==> src/rtl/act_buf_loader.sv <==
// Activation buffer loader: packs DMA beats into buffer lines and writes
// them to consecutive line addresses, one write per completed line.
module act_buf_loader #(
  parameter int ADDR_WIDTH = 8,
  parameter int ACT_WIDTH  = 1024,
  parameter int IN_WIDTH   = 64
) (
  input  logic                  clk,
  input  logic                  rst,
  input  logic                  start,
  input  logic [ADDR_WIDTH-1:0] base_addr,
  input  logic [ADDR_WIDTH:0]   num_lines,
  input  logic                  in_valid,
  output logic                  in_ready,
  input  logic [IN_WIDTH-1:0]   in_data,
  output logic                  buf_wr_en,
  output logic [ADDR_WIDTH-1:0] buf_wr_addr,
  output logic [ACT_WIDTH-1:0]  buf_wr_data,
  output logic                  busy,
  output logic                  done
);

  localparam int BEATS = ACT_WIDTH / IN_WIDTH;
  localparam int BW    = (BEATS > 1) ? $clog2(BEATS) : 1;

  typedef enum logic [1:0] {
    IDLE,
    FILL,
    WRITE,
    DONE
  } state_t;

  state_t                state_q, state_d;
  logic [BW-1:0]         beat_q, beat_d;
  logic [ADDR_WIDTH:0]   line_q, line_d;
  logic [ADDR_WIDTH:0]   num_q, num_d;
  logic [ADDR_WIDTH-1:0] base_q, base_d;
  logic [ADDR_WIDTH-1:0] addr_d;
  logic [ACT_WIDTH-1:0]  act_q, act_d;
  logic [ACT_WIDTH-1:0]  data_d;

  always_comb begin
    state_d = state_q;
    beat_d  = beat_q;
    line_d  = line_q;
    num_d   = num_q;
    base_d  = base_q;
    act_d   = act_q;
    addr_d  = buf_wr_addr;
    data_d  = buf_wr_data;
    unique case (state_q)
      IDLE: begin
        if (start) begin
          base_d  = base_addr;
          num_d   = num_lines;
          beat_d  = '0;
          line_d  = '0;
          state_d = (num_lines == '0) ? DONE : FILL;
        end
      end
      FILL: begin
        if (in_valid && in_ready) begin
          act_d[int'(beat_q)*IN_WIDTH +: IN_WIDTH] = in_data;
          if (beat_q == BW'(BEATS-1)) begin
            beat_d  = '0;
            state_d = WRITE;
            addr_d  = base_q + line_q[ADDR_WIDTH-1:0];
            data_d  = act_d;
          end else begin
            beat_d = beat_q + 1'b1;
          end
        end
      end
      WRITE: begin
        // line count is one bit wider so a full 2^ADDR_WIDTH load terminates
        if (line_q + 1'b1 == num_q) begin
          state_d = DONE;
        end else begin
          line_d  = line_q + 1'b1;
          beat_d  = '0;
          state_d = FILL;
        end
      end
      DONE: begin
        state_d = IDLE;
      end
      default: begin
        state_d = IDLE;
      end
    endcase
  end

  always_ff @(posedge clk) begin
    if (rst) begin
      state_q     <= IDLE;
      beat_q      <= '0;
      line_q      <= '0;
      num_q       <= '0;
      base_q      <= '0;
      act_q       <= '0;
      busy        <= 1'b0;
      done        <= 1'b0;
      in_ready    <= 1'b0;
      buf_wr_en   <= 1'b0;
      buf_wr_addr <= '0;
      buf_wr_data <= '0;
    end else begin
      state_q     <= state_d;
      beat_q      <= beat_d;
      line_q      <= line_d;
      num_q       <= num_d;
      base_q      <= base_d;
      act_q       <= act_d;
      busy        <= (state_d != IDLE);
      done        <= (state_d == DONE);
      in_ready    <= (state_d == FILL);
      buf_wr_en   <= (state_d == WRITE);
      buf_wr_addr <= addr_d;
      buf_wr_data <= data_d;
    end
  end

endmodule
==> config.mk <==
export PLATFORM = sky130hd
export DESIGN_NAME = act_buf_loader
export DESIGN_NICKNAME = d
export VERILOG_FILES = /design/src/rtl/act_buf_loader.sv
export SDC_FILE = /design/constraint.sdc
export NUM_CORES = 2
export LEC_CHECK = 0
export ABC_AREA = 0
export BUFFER_PORTS_ARGS = -buffer_cell sky130_fd_sc_hd__buf_4
export CORE_AREA = 2 2 432 434
export CTS_BUF_LIST = sky130_fd_sc_hd__clkbuf_4 sky130_fd_sc_hd__clkbuf_8
export CTS_CLUSTER_SIZE = 24
export DETAILED_ROUTE_END_ITERATION = 10
export DIE_AREA = 0 0 434 436
export GPL_TIMING_DRIVEN = 1
export HOLD_SLACK_MARGIN = 0.12
export PLACE_DENSITY = 0.65
export RECOVER_POWER = 100
export SETUP_SLACK_MARGIN = 0.05
export SLEW_MARGIN = 20
export SYNTH_ARGS = -nofsm -noshare
export SYNTH_HDL_FRONTEND = slang
export SYNTH_SLANG_ARGS = --single-unit
==> constraint.sdc <==
create_clock -name clk -period 2.87 [get_ports clk]
set_clock_uncertainty 0.05 [all_clocks]
set_input_delay 0.4305 -clock clk [delete_from_list [all_inputs] [get_ports clk]]
set_output_delay 0.4305 -clock clk [all_outputs]
set_load 0.01 [all_outputs]
==> impl_metrics.py <==
metrics = {
    "setup_path": {
        "critPathMostFrequentCell": "nor2_1",
        "endpoint": "act_q[950]$_SDFFE_PP0P_",
        "crit_family": "buffers and inverters",
        "r2r-end": "act_q[950]$_SDFFE_PP0P_",
        "worstPathCellList": "inv_1, ha_4, nand2b_1, a2111oi_4, buf_6, buf_4, nand3_4, buf_12, nor2_1, a21oi_1, nor2_1",
        "ff2ff_path_depth": 11,
        "crit_type": "reg2reg",
        "rrSetupSlack_ns": 0.10,
        "critPathRequiredTime_ns": 3.79,
        "critPathSlowestCell": "a2111oi_4",
        "worst_setup_path_end_kind": "register",
        "cp.depth": 11,
        "crit_start": "beat_q[1]$_SDFFE_PP0P_",
        "crit_arrival_ns": 3.68,
        "cp_num_buf_inv": 4,
        "r2r-start": "beat_q[1]$_SDFFE_PP0P_",
        "slowest_delay_ns": 0.41,
        "start_kind": "register",
        "path_max_fanout": 128,
    },
    "global_route": {
        "grt_pass1_wl_mm": 506,
        "grt_use_total_pct": 35.9,
        "grt_max_degree": 129,
        "grt_pass1_vias": 75210,
        "antenna_found_initial": 37,
        "gr-total-overflow": 0,
    },
    "routing": {
        "drc": 0,
        "first_pass_iters": 9,
        "post_drt_wl_per_cell_um": 24.4,
        "vias": 82838,
        "drt-initial-drc-count": 8653,
        "viasPerCell": 5.68,
        "drt-total-wl_mm": 355,
        "drt.antenna.violating_nets": 0,
    },
    "floorplan": {
        "top_level_ports": 1121,
        "die_w_um": 434,
        "core_area_um2": 185000,
        "die_height_um": 436,
        "die_area_um2": 189000,
        "start_util_pct": 44.9,
        "num_rows": 158,
    },
    "pwr": {
        "p_leak_nw": 35.2,
        "power_frac_comb_pct": 3.3,
        "p_switching_mw": 13.9,
        "swShare_pct": 23.3,
        "peakVddDrop_mv": 0.451,
        "internal_power_mw": 45.9,
        "p_clk_share_pct": 48.1,
        "pwr-share-seq_pct": 48.6,
        "power_density_nw_per_um2": 590,
    },
    "outcome": {
        "status": "completed",
    },
    "clock_network": {
        "clk_latency_ns": 1.12,
        "cts_root_buf": "clkbuf_8",
        "h-tree-depth": 5,
        "cts_tree": "yes",
        "cts_buffers": 364,
        "path_clk_slew_ns": 0.06,
        "clockBufferDepth": 4,
        "cts.sinks": 2092,
    },
    "sta": {
        "fin_tns_setup_ns": 0,
        "final_hold_viol_count": 0,
        "timing.final.crit_share_pct": 96.4,
        "rsz0062_at_grt": "yes",
        "slew_viol_final": 0,
        "slew_headroom_pct": 41.3,
        "finalSetupViolations": 0,
        "tightest_slew_ns": 0.880,
        "fmax_mhz": 361,
        "period_minus_slack_ns": 2.77,
    },
    "layout": {
        "final_common_cell": "nor2_1",
        "drive_gt1_share_pct": 10.9,
        "area_growth_pct": 22.2,
        "layout_common_cells": "nor2_1, dfxtp_1, clkbuf_1",
        "fin_nets": 11927,
        "fin_util_pct": 54.9,
    },
    "yosys": {
        "syn-instance-count": 10695,
        "seq_area_frac_synth_pct": 50.5,
        "yosysTopAreaCellShare_pct": 50.5,
        "syn_area_per_cell_um2": 7.76,
        "synth_cell_types": 55,
        "yosysTopAreaCell": "dfxtp_1",
        "netlist_area_um2": 83000,
        "yosysWarnings": 0,
        "synth.net_count": 10792,
        "synth_edf_count": 0,
        "yosys-top-cells-area": "dfxtp_1, nor2_1, a211oi_1",
        "ys_ff_latch": 2092,
        "synthArstFlopShare_pct": 0,
        "synth_flop_cell": "dfxtp_1",
    },
    "job": {
        "cap_violations": 0,
    },
    "place": {
        "gp_congestion": 0.933,
        "io_buffers": 1120,
        "hpwlAfterDp_mm": 245,
    },
    "min_path": {
        "hp-class": "in2reg",
    },
}
==> routing by layer <==
layer / vias up / track usage (%) / wire, um
met5: - / 0 / 81
met4: 12 / 28.2 / 32400
met3: 1022 / 8.10 / 33400
met2: 4071 / 53.6 / 153000
met1: 39170 / 44.7 / 137000
li1: 38563 / - / -
==> cell usage after synthesis (2+ instances only) <==
master and n:
nor2_1 3029, dfxtp_1 2092, a21oi_1 1053, clkbuf_1 1021
nand2_1 957, a211oi_1 897, nor3_1 714, nand3_1 273
mux2i_1 192, a311oi_1 131, and2_1 69, nand4_1 65
buf_2 48, buf_1 23, xnor2_1 14, ha_1 11
inv_1 10, o21ai_0 8, or2_2 8, nand2b_1 7
xor2_1 6, a221o_1 5, nor2_2 5, nor2b_1 5
or3_1 5, a2111oi_4 4, a22o_1 3, nor4_1 3
or4_1 3, a31oi_1 2, and2_0 2, and3_1 2
nand3b_1 2, nor3b_1 2, nor4b_1 2, o21a_1 2
o31ai_1 2
==> sequential cells by signal (all words and copies together), names as in the netlist <==
name / count
act_q: 1024
base_q: 8
beat_q: 4
buf_wr_addr: 8
buf_wr_data: 1024
buf_wr_en: 1
busy: 1
done: 1
in_ready: 1
line_q: 9
num_q: 9
state_q: 2
==> worst min-delay path by stage <==
stage                          endpoint  depth (start not counted)                     start  slack [ns]
3_3_place_gp    act_q[963]$_SDFFE_PP0P_                          2   act_q[963]$_SDFFE_PP0P_        0.39
2_1_floorplan  act_q[1000]$_SDFFE_PP0P_                          2  act_q[1000]$_SDFFE_PP0P_        0.39
6_report         act_q[54]$_SDFFE_PP0P_                          4               in_data[54]        0.25
5_1_grt         act_q[248]$_SDFFE_PP0P_                          4               in_data[56]        0.22
3_5_place_dp    act_q[733]$_SDFFE_PP0P_                          2   act_q[733]$_SDFFE_PP0P_        0.40
4_1_cts         act_q[825]$_SDFFE_PP0P_                          4               in_data[57]        0.19
==> kinds of logic (layout without fill, tap and decap cells) <==
logic type / after synthesis / after routing / share of synthesized area (%)
AOI/OAI and AO/OA: 2116 / 2116 / 16.3
xor gates and xnor gates: 21 / 21 / 0.240
adders and majority gates: 12 / 12 / 0.190
buffers and inverters: 1102 / 2480 / 5.06
DFF: 2092 / 2092 / 50.5
muxes: 193 / 193 / 2.33
other: 0 / 32 / 0
and+or+nand+nor: 5159 / 5159 / 25.4
==> layout make-up <==
cell class                 instances  area, um2
antenna                           32       80.1
clock buffer                     567       7130
clock inverter                    42        428
fill                           18126      83300
inverter                          10       37.5
multi-input combinational       7501      37200
sequential                      2092      41900
tap                             2480       3100
timing repair buffer            1861      11500
==> through the flow <==
step                instances  total power [mW]  setup WS [ns]  hold slack (ns)  area [um2]
floorplan               10695              30.6         0.0736            0.386       83000
global route            14558              61.4         0.0247            0.222      101000
finish                  14585              59.8          0.103            0.252      101000
CTS                     14547              60.0         0.0372            0.187      106000
detailed placement      13805              31.5         0.0253            0.396       96800
global placement        13805              31.5         0.0517            0.391       96800
==> tightest hold or removal path: cells and delay by family <==
kind	cells	cell delay (ns)
buf+inv	2	0.75
simple gates	1	0.10
compound gates	1	0.06
==> power by group through the flow <==
stage          clock, mW  combinational (mW)  sequential [mW]
2_1_floorplan          0               0.828             29.7
3_3_place_gp           0                1.74             29.7
3_5_place_dp           0                1.74             29.7
4_1_cts             29.0                1.89             29.1
5_1_grt             30.3                1.99             29.1
6_report            28.8                1.95             29.1
==> timing repair <==
action,CTS,global route
hold buffers,132,0
gates resized for setup,1,10
endpoints found under the setup margin,2,173
gates cloned,1,0
hold endpoints to repair,1025,0
pin swaps,0,2
setup buffers,0,6
No activity file was read; power rests on OpenSTA's default activity.
